===== src/rtl/u_rf_if.sv =====
// u_rf_if: bundle of the register-file access signals.
//   master : drives read addresses, the write-back stream and debug requests
//   slave  : the register file; returns read data, debug data/ack and init_busy
// Signals:
//   rs1_a / rs2_a        read port addresses
//   rf_rs1_o / rf_rs2_o  read port data (combinational)
//   rf_rd_e/_a/_i        write enable / address / data
//   dbg_req / dbg_a      debug read request (level) and address
//   dbg_ack / dbg_d      debug read done pulse and data (held)
//   init_busy            clear sweep in progress
interface u_rf_if #(
  parameter int XLEN = 32
);
  logic [4:0]      rs1_a;
  logic [4:0]      rs2_a;
  logic [XLEN-1:0] rf_rs1_o;
  logic [XLEN-1:0] rf_rs2_o;
  logic            rf_rd_e;
  logic [4:0]      rf_rd_a;
  logic [XLEN-1:0] rf_rd_i;
  logic            dbg_req;
  logic [4:0]      dbg_a;
  logic            dbg_ack;
  logic [XLEN-1:0] dbg_d;
  logic            init_busy;

  modport master (
    output rs1_a, rs2_a, rf_rd_e, rf_rd_a, rf_rd_i, dbg_req, dbg_a,
    input  rf_rs1_o, rf_rs2_o, dbg_ack, dbg_d, init_busy
  );

  modport slave (
    input  rs1_a, rs2_a, rf_rd_e, rf_rd_a, rf_rd_i, dbg_req, dbg_a,
    output rf_rs1_o, rf_rs2_o, dbg_ack, dbg_d, init_busy
  );
endinterface


===== src/rtl/u_rf.sv =====
// u_rf: RV32 integer register file with two combinational read ports, one
// write-back port, a req/ack debug read port and a post-reset clear sweep.
// Ports:
//   clk  clock (rising edge)
//   rst  synchronous active-high reset
//   rf   u_rf_if.slave bundle (read ports, write port, debug port, init_busy)
// Storage has no reset term; after rst falls, an INIT sweep clears entries
// 1..NREG-1, one per cycle. Reads return 0 until the sweep has completed.
module u_rf #(
  parameter int XLEN   = 32,
  parameter int NREG   = 32,
  parameter int BYPASS = 1
) (
  input logic   clk,
  input logic   rst,
  u_rf_if.slave rf
);

  localparam int         AW   = (NREG > 1) ? $clog2(NREG) : 1;
  localparam logic [4:0] LAST = 5'(NREG - 1);

  typedef enum logic {
    S_INIT = 1'b0,
    S_RUN  = 1'b1
  } state_t;

  state_t          state_reg, state_next;
  logic [4:0]      cnt_reg, cnt_next;
  logic [XLEN-1:0] regs [NREG];
  logic            dbg_ack_reg;
  logic [XLEN-1:0] dbg_d_reg;

  // Addresses beyond the implemented registers read as 0 and never write.
  function automatic logic in_range(input logic [4:0] a);
    return {1'b0, a} < 6'(NREG);
  endfunction

  // ---------------- state register and sweep counter ----------------
  always_ff @(posedge clk) begin
    if (rst) begin
      state_reg <= S_INIT;
      cnt_reg   <= 5'd1;
    end else begin
      state_reg <= state_next;
      cnt_reg   <= cnt_next;
    end
  end

  always_comb begin
    state_next = state_reg;
    cnt_next   = cnt_reg;
    if (state_reg == S_INIT) begin
      cnt_next = cnt_reg + 5'd1;
      // The last entry is cleared on this same edge, so RUN starts clean.
      if (cnt_reg == LAST) begin
        state_next = S_RUN;
      end
    end
  end

  // ---------------- storage: sweep clear or write-back ----------------
  // Entry 0 is never written: the sweep starts at 1 and writes to x0 drop.
  // Write-back during INIT is discarded rather than queued.
  always_ff @(posedge clk) begin
    if (!rst) begin
      if (state_reg == S_INIT) begin
        regs[cnt_reg[AW-1:0]] <= '0;
      end else if (rf.rf_rd_e && (rf.rf_rd_a != 5'd0) && in_range(rf.rf_rd_a)) begin
        regs[rf.rf_rd_a[AW-1:0]] <= rf.rf_rd_i;
      end
    end
  end

  // ---------------- read ports: rs1, rs2, debug ----------------
  // All three share one lookup rule, including the same-cycle bypass.
  logic [2:0][4:0] port_a;
  assign port_a = {rf.dbg_a, rf.rs2_a, rf.rs1_a};

  genvar gi;
  generate
    for (gi = 0; gi < 3; gi++) begin : g_rd
      logic [XLEN-1:0] rd_d;
      always_comb begin
        rd_d = '0;
        if ((state_reg == S_RUN) && (port_a[gi] != 5'd0) && in_range(port_a[gi])) begin
          if ((BYPASS != 0) && rf.rf_rd_e && (rf.rf_rd_a == port_a[gi])) begin
            rd_d = rf.rf_rd_i;
          end else begin
            rd_d = regs[port_a[gi][AW-1:0]];
          end
        end
      end
    end
  endgenerate

  // ---------------- debug responder ----------------
  // A request is taken whenever ack is low, so a request still held while
  // ack is high is served again one cycle later (one read per 2 cycles).
  // Requests stall through INIT and are taken on the first RUN edge.
  always_ff @(posedge clk) begin
    if (rst) begin
      dbg_ack_reg <= 1'b0;
      dbg_d_reg   <= '0;
    end else if ((state_reg == S_RUN) && rf.dbg_req && !dbg_ack_reg) begin
      dbg_ack_reg <= 1'b1;
      dbg_d_reg   <= g_rd[2].rd_d;
    end else begin
      dbg_ack_reg <= 1'b0;
    end
  end

  assign rf.rf_rs1_o  = g_rd[0].rd_d;
  assign rf.rf_rs2_o  = g_rd[1].rd_d;
  assign rf.dbg_ack   = dbg_ack_reg;
  assign rf.dbg_d     = dbg_d_reg;
  assign rf.init_busy = (state_reg == S_INIT);

endmodule


===== src/flat_wrapper.sv =====
// flat-port wrapper written by rule: the top's interface ports become plain ports
module u_rf_flat 
#(
  parameter int XLEN   = 32,
  parameter int NREG   = 32,
  parameter int BYPASS = 1
)
  (clk, rst, rf_rs1_a, rf_rs2_a, rf_rf_rd_e, rf_rf_rd_a, rf_rf_rd_i, rf_dbg_req, rf_dbg_a, rf_rf_rs1_o, rf_rf_rs2_o, rf_dbg_ack, rf_dbg_d, rf_init_busy);
  u_rf_if #(.XLEN(XLEN)) rf_i ();
  input logic clk;
  input logic rst;
  input wire logic [$bits(rf_i.rs1_a)-1:0] rf_rs1_a;
  input wire logic [$bits(rf_i.rs2_a)-1:0] rf_rs2_a;
  input wire logic [$bits(rf_i.rf_rd_e)-1:0] rf_rf_rd_e;
  input wire logic [$bits(rf_i.rf_rd_a)-1:0] rf_rf_rd_a;
  input wire logic [$bits(rf_i.rf_rd_i)-1:0] rf_rf_rd_i;
  input wire logic [$bits(rf_i.dbg_req)-1:0] rf_dbg_req;
  input wire logic [$bits(rf_i.dbg_a)-1:0] rf_dbg_a;
  output wire logic [$bits(rf_i.rf_rs1_o)-1:0] rf_rf_rs1_o;
  output wire logic [$bits(rf_i.rf_rs2_o)-1:0] rf_rf_rs2_o;
  output wire logic [$bits(rf_i.dbg_ack)-1:0] rf_dbg_ack;
  output wire logic [$bits(rf_i.dbg_d)-1:0] rf_dbg_d;
  output wire logic [$bits(rf_i.init_busy)-1:0] rf_init_busy;
  assign rf_i.rs1_a = rf_rs1_a;
  assign rf_i.rs2_a = rf_rs2_a;
  assign rf_i.rf_rd_e = rf_rf_rd_e;
  assign rf_i.rf_rd_a = rf_rf_rd_a;
  assign rf_i.rf_rd_i = rf_rf_rd_i;
  assign rf_i.dbg_req = rf_dbg_req;
  assign rf_i.dbg_a = rf_dbg_a;
  assign rf_rf_rs1_o = rf_i.rf_rs1_o;
  assign rf_rf_rs2_o = rf_i.rf_rs2_o;
  assign rf_dbg_ack = rf_i.dbg_ack;
  assign rf_dbg_d = rf_i.dbg_d;
  assign rf_init_busy = rf_i.init_busy;
  u_rf #(.XLEN(XLEN), .NREG(NREG), .BYPASS(BYPASS)) u_core (.clk(clk), .rst(rst), .rf(rf_i));
endmodule

===== config.mk =====
export PLATFORM = sky130hd
export DESIGN_NAME = u_rf_flat
export DESIGN_NICKNAME = d
export VERILOG_FILES = /design/src/rtl/u_rf_if.sv /design/src/rtl/u_rf.sv /design/src/flat_wrapper.sv
export SDC_FILE = /design/constraint.sdc
export NUM_CORES = 2
export LEC_CHECK = 0
export CAP_MARGIN = 25
export CORE_ASPECT_RATIO = 0.8
export CORE_UTILIZATION = 47
export CTS_BUF_LIST = sky130_fd_sc_hd__clkbuf_4 sky130_fd_sc_hd__clkbuf_8
export DETAILED_ROUTE_END_ITERATION = 8
export GPL_TIMING_DRIVEN = 0
export PLACE_DENSITY_LB_ADDON = 0.08
export SLEW_MARGIN = 20
export SYNTH_ARGS = -nofsm -noshare
export SYNTH_HDL_FRONTEND = slang
export SYNTH_SLANG_ARGS = --single-unit

===== constraint.sdc =====
create_clock -name clk -period 8.4 [get_ports clk]
set_input_delay 2.1 -clock clk [delete_from_list [all_inputs] [get_ports clk]]
set_output_delay 2.1 -clock clk [all_outputs]
set_load 0.02 [all_outputs]

# After elaboration in Yosys (flattened, before gate mapping)
# Memories as Yosys holds them, arrays and structs flattened.
# Index checks and enable logic that the tools add are counted.
[totals]
regBits = 39
mem_bits_rw = 1024
in_bits = 56
output_inout_bits = 98
wordCells = 45
mem_count = 1
[mem_list]
columns = ["name", "depth", "width", "rd", "rd_clocked_by_memory_dff", "wr", "line", "text"]
rows = [
  ["u_core.regs", 32, 32, 3, 0, 1, "u_rf.sv:29", "logic [XLEN-1:0] regs [NREG];"],
]
[op_classes]
add_sub_neg = 1
eq_ne = 4
muxes = 19
n_bitwise = 1
n_reduce_logical = 15
[ops]
columns = ["op", "n"]
rows = [
  ["32-bit two-way mux", 7],
  ["32-bit OR reduction", 1],
  ["5-bit nonzero test", 4],
  ["5-bit == test", 3],
  ["1-bit two-way mux", 11],
  ["1-bit logical AND", 9],
  ["5-bit by 1-bit adder with 5-bit output (second input constant)", 1],
  ["5-bit == test (second input constant)", 1],
  ["5-bit two-way mux", 1],
  ["1-bit logical NOT", 1],
  ["1-bit NOT", 1],
]

# Logic depth before layout (Yosys ltp)
[depth]
word_depth = 8
mapped_depth = 9
mapped_depth_nobuf = 5

# Worst setup path before layout
# No wires, ideal clock.
[synth_timing]
kind = "input to output"
from = "input port rf_rs1_a[1]"
to = "output port rf_rf_rs1_o[18]"
t_arrival_ns = 3.753
t_required_ns = 6.300
setup_slack_ns = 2.547
cell_stages = 7
n_path_buf = 3
cell_sequence = "buf_2 > buf_2 > buf_1 > mux4_2 > a22oi_1 > nand3_1 > a32o_1"
[synth_via]
elab_chain_len = 4
elab_cells_between_ends = 7
classes_between = "eq/ne (1); mux (2); reduce/logical (3); memory (1)"
[synth_rtl]
columns = ["element", "line", "text"]
rows = [
  ["start: declaration", "flat_wrapper.sv:12", "input wire logic [$bits(rf_i.rs1_a)-1:0] rf_rs1_a;"],
  ["branches (longest 3 deep; another with memory read 32 x 32 bit)", "n/a", ""],
  ["32-bit two-way mux (*)", "u_rf.sv:85", "if ((state_reg == S_RUN) && (port_a[gi] != 5'd0) && in_range(port_a[gi])) begin"],
  ["end: declaration", "flat_wrapper.sv:19", "output wire logic [$bits(rf_i.rf_rs1_o)-1:0] rf_rf_rs1_o;"],
]
# Mark *: on every way between the ends.

# Worst setup path in the final report
[layout_timing]
from = "input port rf_rs1_a[1]"
to = "output port rf_rf_rs1_o[17]"
# Same word-level chain as after synthesis.

==> metrics.txt <==
reg-to-reg setup timing slack 4.96 ns; synth top area cells edfxtp_1 (53%), mux4_2 (20%), mux2i_1 (8.7%), a22oi_1 (4.4%), dfxtp_1 (1.4%); hold wc startpoint u_core.rf.dbg_d[24]; final hold violation count 0; GRT Total Usage 0.484; largest net degree at the start of global routing 33; flip-flop count of the largest register after layout 1024; Syn Area/Cell 16.2 µm²; die footprint 124000 µm²; TritonCTS Buffers 177; first-pass GRT wire length 390000 µm; hold crit path type reg2reg; area of the multi-input gates 24600 µm²; Setup Crit Path Kind in2out; VDD IR-drop max 0.154 mV; fraction of layout cells with a size suffix above 1 0.296; Req. time, crit path 6.30 ns; Detail Route Antenna Nets 0; DR vias/cell 8.03; Hold Buf Count CTS 0; CP startpoint kind input port; Cell Area, Synth 57500 µm²; Pwr Density 185 nW/µm²; die height 315 µm; Sink Count 1063; hold depth 2; top_reg_cell synth edfxtp_1; cell taking the most area after synthesis edfxtp_1; clock-pin slew on the worst setup and hold paths 0.06 ns; Ys Warns 0; IO Port Bufs 141; endpoint class of the critical path output pin; sequential standard cell area 31500 µm²; # placed instances 5410; Critical R2R Capture u_core.regs[1][5]; Final Skew 0.0324 ns; Worst-Skew Late Latency 0.98 ns; Max Clk Rate 116 MHz; die width 393 µm; Tcrit/Tclk final 1.03; share of the synthesized area in the top cell type 0.535; Slew headroom 0.125; Top-Level Pins 154; Final TNS setup -2.74 ns; Clock Tree Buf Depth 3; slowest CP cell nor3_2; Final Max Slew Viols 0; number of DRC markers in iteration 0 9547; Pre-antenna DRT Iters 6; CTS tree yes; post-layout instance count excluding filler cells 5769; unrepaired setup endpoints after global routing no; std cell rows 114; Slew @ Worst Pin 1.31 ns; Fill cells 9655; Final nets 4034; Max stage delay on crit path 0.77 ns; global route overflow 0; reg2reg start u_core.state_reg; reg2reg path depth 8; Worst EP arrival 6.55 ns; Routability Congestion 1.02; failing checks setup timing; most common cell after layout, fill and taps aside edfxtp_1; Post-synth ARST share 0; Starting Density 0.475; synthesized instance count 3556; Worst Path Max Fanout 11; Synth Register Bits 1063; distinct cell type count after synthesis 54; status finished, violations left; total chip power 0.0124 W; Max Cap Viol 0; post-synthesis sequential area ratio 0.548; cts repair resizes 18; per-cell routed wire length 52.2 µm; core footprint 121000 µm²; initial antenna violation count 20; cell chain of the critical path clkdlybuf4s50_1, buf_2, or3_1, clkbuf_1, o31ai_2, nor3_2, buf_2, a32o_1, clkdlybuf4s50_1; Leak 21.0 nW; number of global-route vias before repair 42400; DRC violations left 0; WL final 301000 µm; Post-DP HPWL 215000 µm; most frequent cells in the layout edfxtp_1 (1024), mux4_2 (519), mux2i_1 (500), a22oi_1 (337), clkbuf_8 (186); Setup-failing EPs final 27; Synth-to-Final Area Change 16.8%; clock root buffer clkbuf_8; crit path time final 8.65 ns; syn_nets 3614; Post-synth EDFFs 1024; vias 46300; Post-CTS Setup Repair Bufs 0; H-tree levels 4; Hold EP u_core.rf.dbg_d[24]; final worst setup slack -0.251 ns
[how the worst max path moves through the flow]
stage                      from               to  slack [ns]  depth (start not counted)
finish              rf_rs1_a[1]  rf_rf_rs1_o[17]       -0.25                          9
global route        rf_rs2_a[3]  rf_rf_rs2_o[17]        0.02                          8
CTS                 rf_rs1_a[1]  rf_rf_rs1_o[13]        0.03                          9
detailed placement  rf_rs2_a[4]  rf_rf_rs2_o[17]       -0.60                          9
global placement    rf_rs1_a[1]  rf_rf_rs1_o[16]       -0.68                          9
floorplan           rf_rs1_a[1]  rf_rf_rs1_o[18]        2.55                          7
[synth_stat cells, types with 32 or more instances]
cell type     n
and2_1       36
o2111a_1     32
clkbuf_1    143
dfxtp_1      39
nand3_1      44
edfxtp_1   1024
buf_2       110
a22oi_1     337
a21oi_1     134
nand2_1      52
or3_1        65
nor2_1       57
buf_4        44
mux4_2      519
o22ai_1     113
mux2i_1     500
o21ai_1      56
[final cells by class]
class / count / area share
inverter: 4 / 0.000242
multi-input combinational: 2148 / 0.366
buffer: 341 / 0.0278
clock buffer: 246 / 0.0448
timing repair buffer: 241 / 0.0510
clock inverter: 79 / 0.00989
tap: 1624 / 0.0303
antenna: 23 / 0.000857
sequential: 1063 / 0.469
[per-stage QoR]
stage	hold WS, ns	setup WS, ns	utilization	area (µm²)
3_3_place_gp	0.504	-0.683	0.503	61000
4_1_cts	0.530	0.0313	0.553	66900
5_1_grt	0.560	0.0212	0.554	67100
6_report	0.543	-0.251	0.555	67200
3_5_place_dp	0.516	-0.598	0.522	63200
2_1_floorplan	0.535	2.55	-	57500
[worst max-delay path: cells and delay by family]
family,cells,cell delay (ns)
buf+inv,5,2.81
simple gates,2,0.96
compound gates,2,0.64
[metal layers]
metal,global-route usage,part of all wire,vias to the layer above
li1,-,-,16200
met1,0.638,0.36,23800
met2,0.607,0.38,5272
met3,0.250,0.18,1054
met4,0.335,0.083,12
met5,0,0.00025,-
[power breakdown]
part	total [W]	switching [W]	internal (W)
combinational	0.00155	0.00107	0.000483
sequential	0.00583	0.0000406	0.00579
clock	0.00501	0.00235	0.00266
[cell families (layout without fill, tap and decap cells)]
group | after synthesis | after routing | synth area share
adder cells (fa/ha/maj) | 2 | 2 | 0.000435
XOR/XNOR | 17 | 17 | 0.00259
multiplexers | 1023 | 1023 | 0.292
other | 0 | 23 | 0
flip-flops | 1063 | 1063 | 0.548
AND/OR/NAND/NOR | 288 | 288 | 0.0257
buffers and inverters | 345 | 911 | 0.0310
AO/OA/AOI/OAI | 818 | 818 | 0.101
Note: power is estimated with default switching activity, not from simulation.
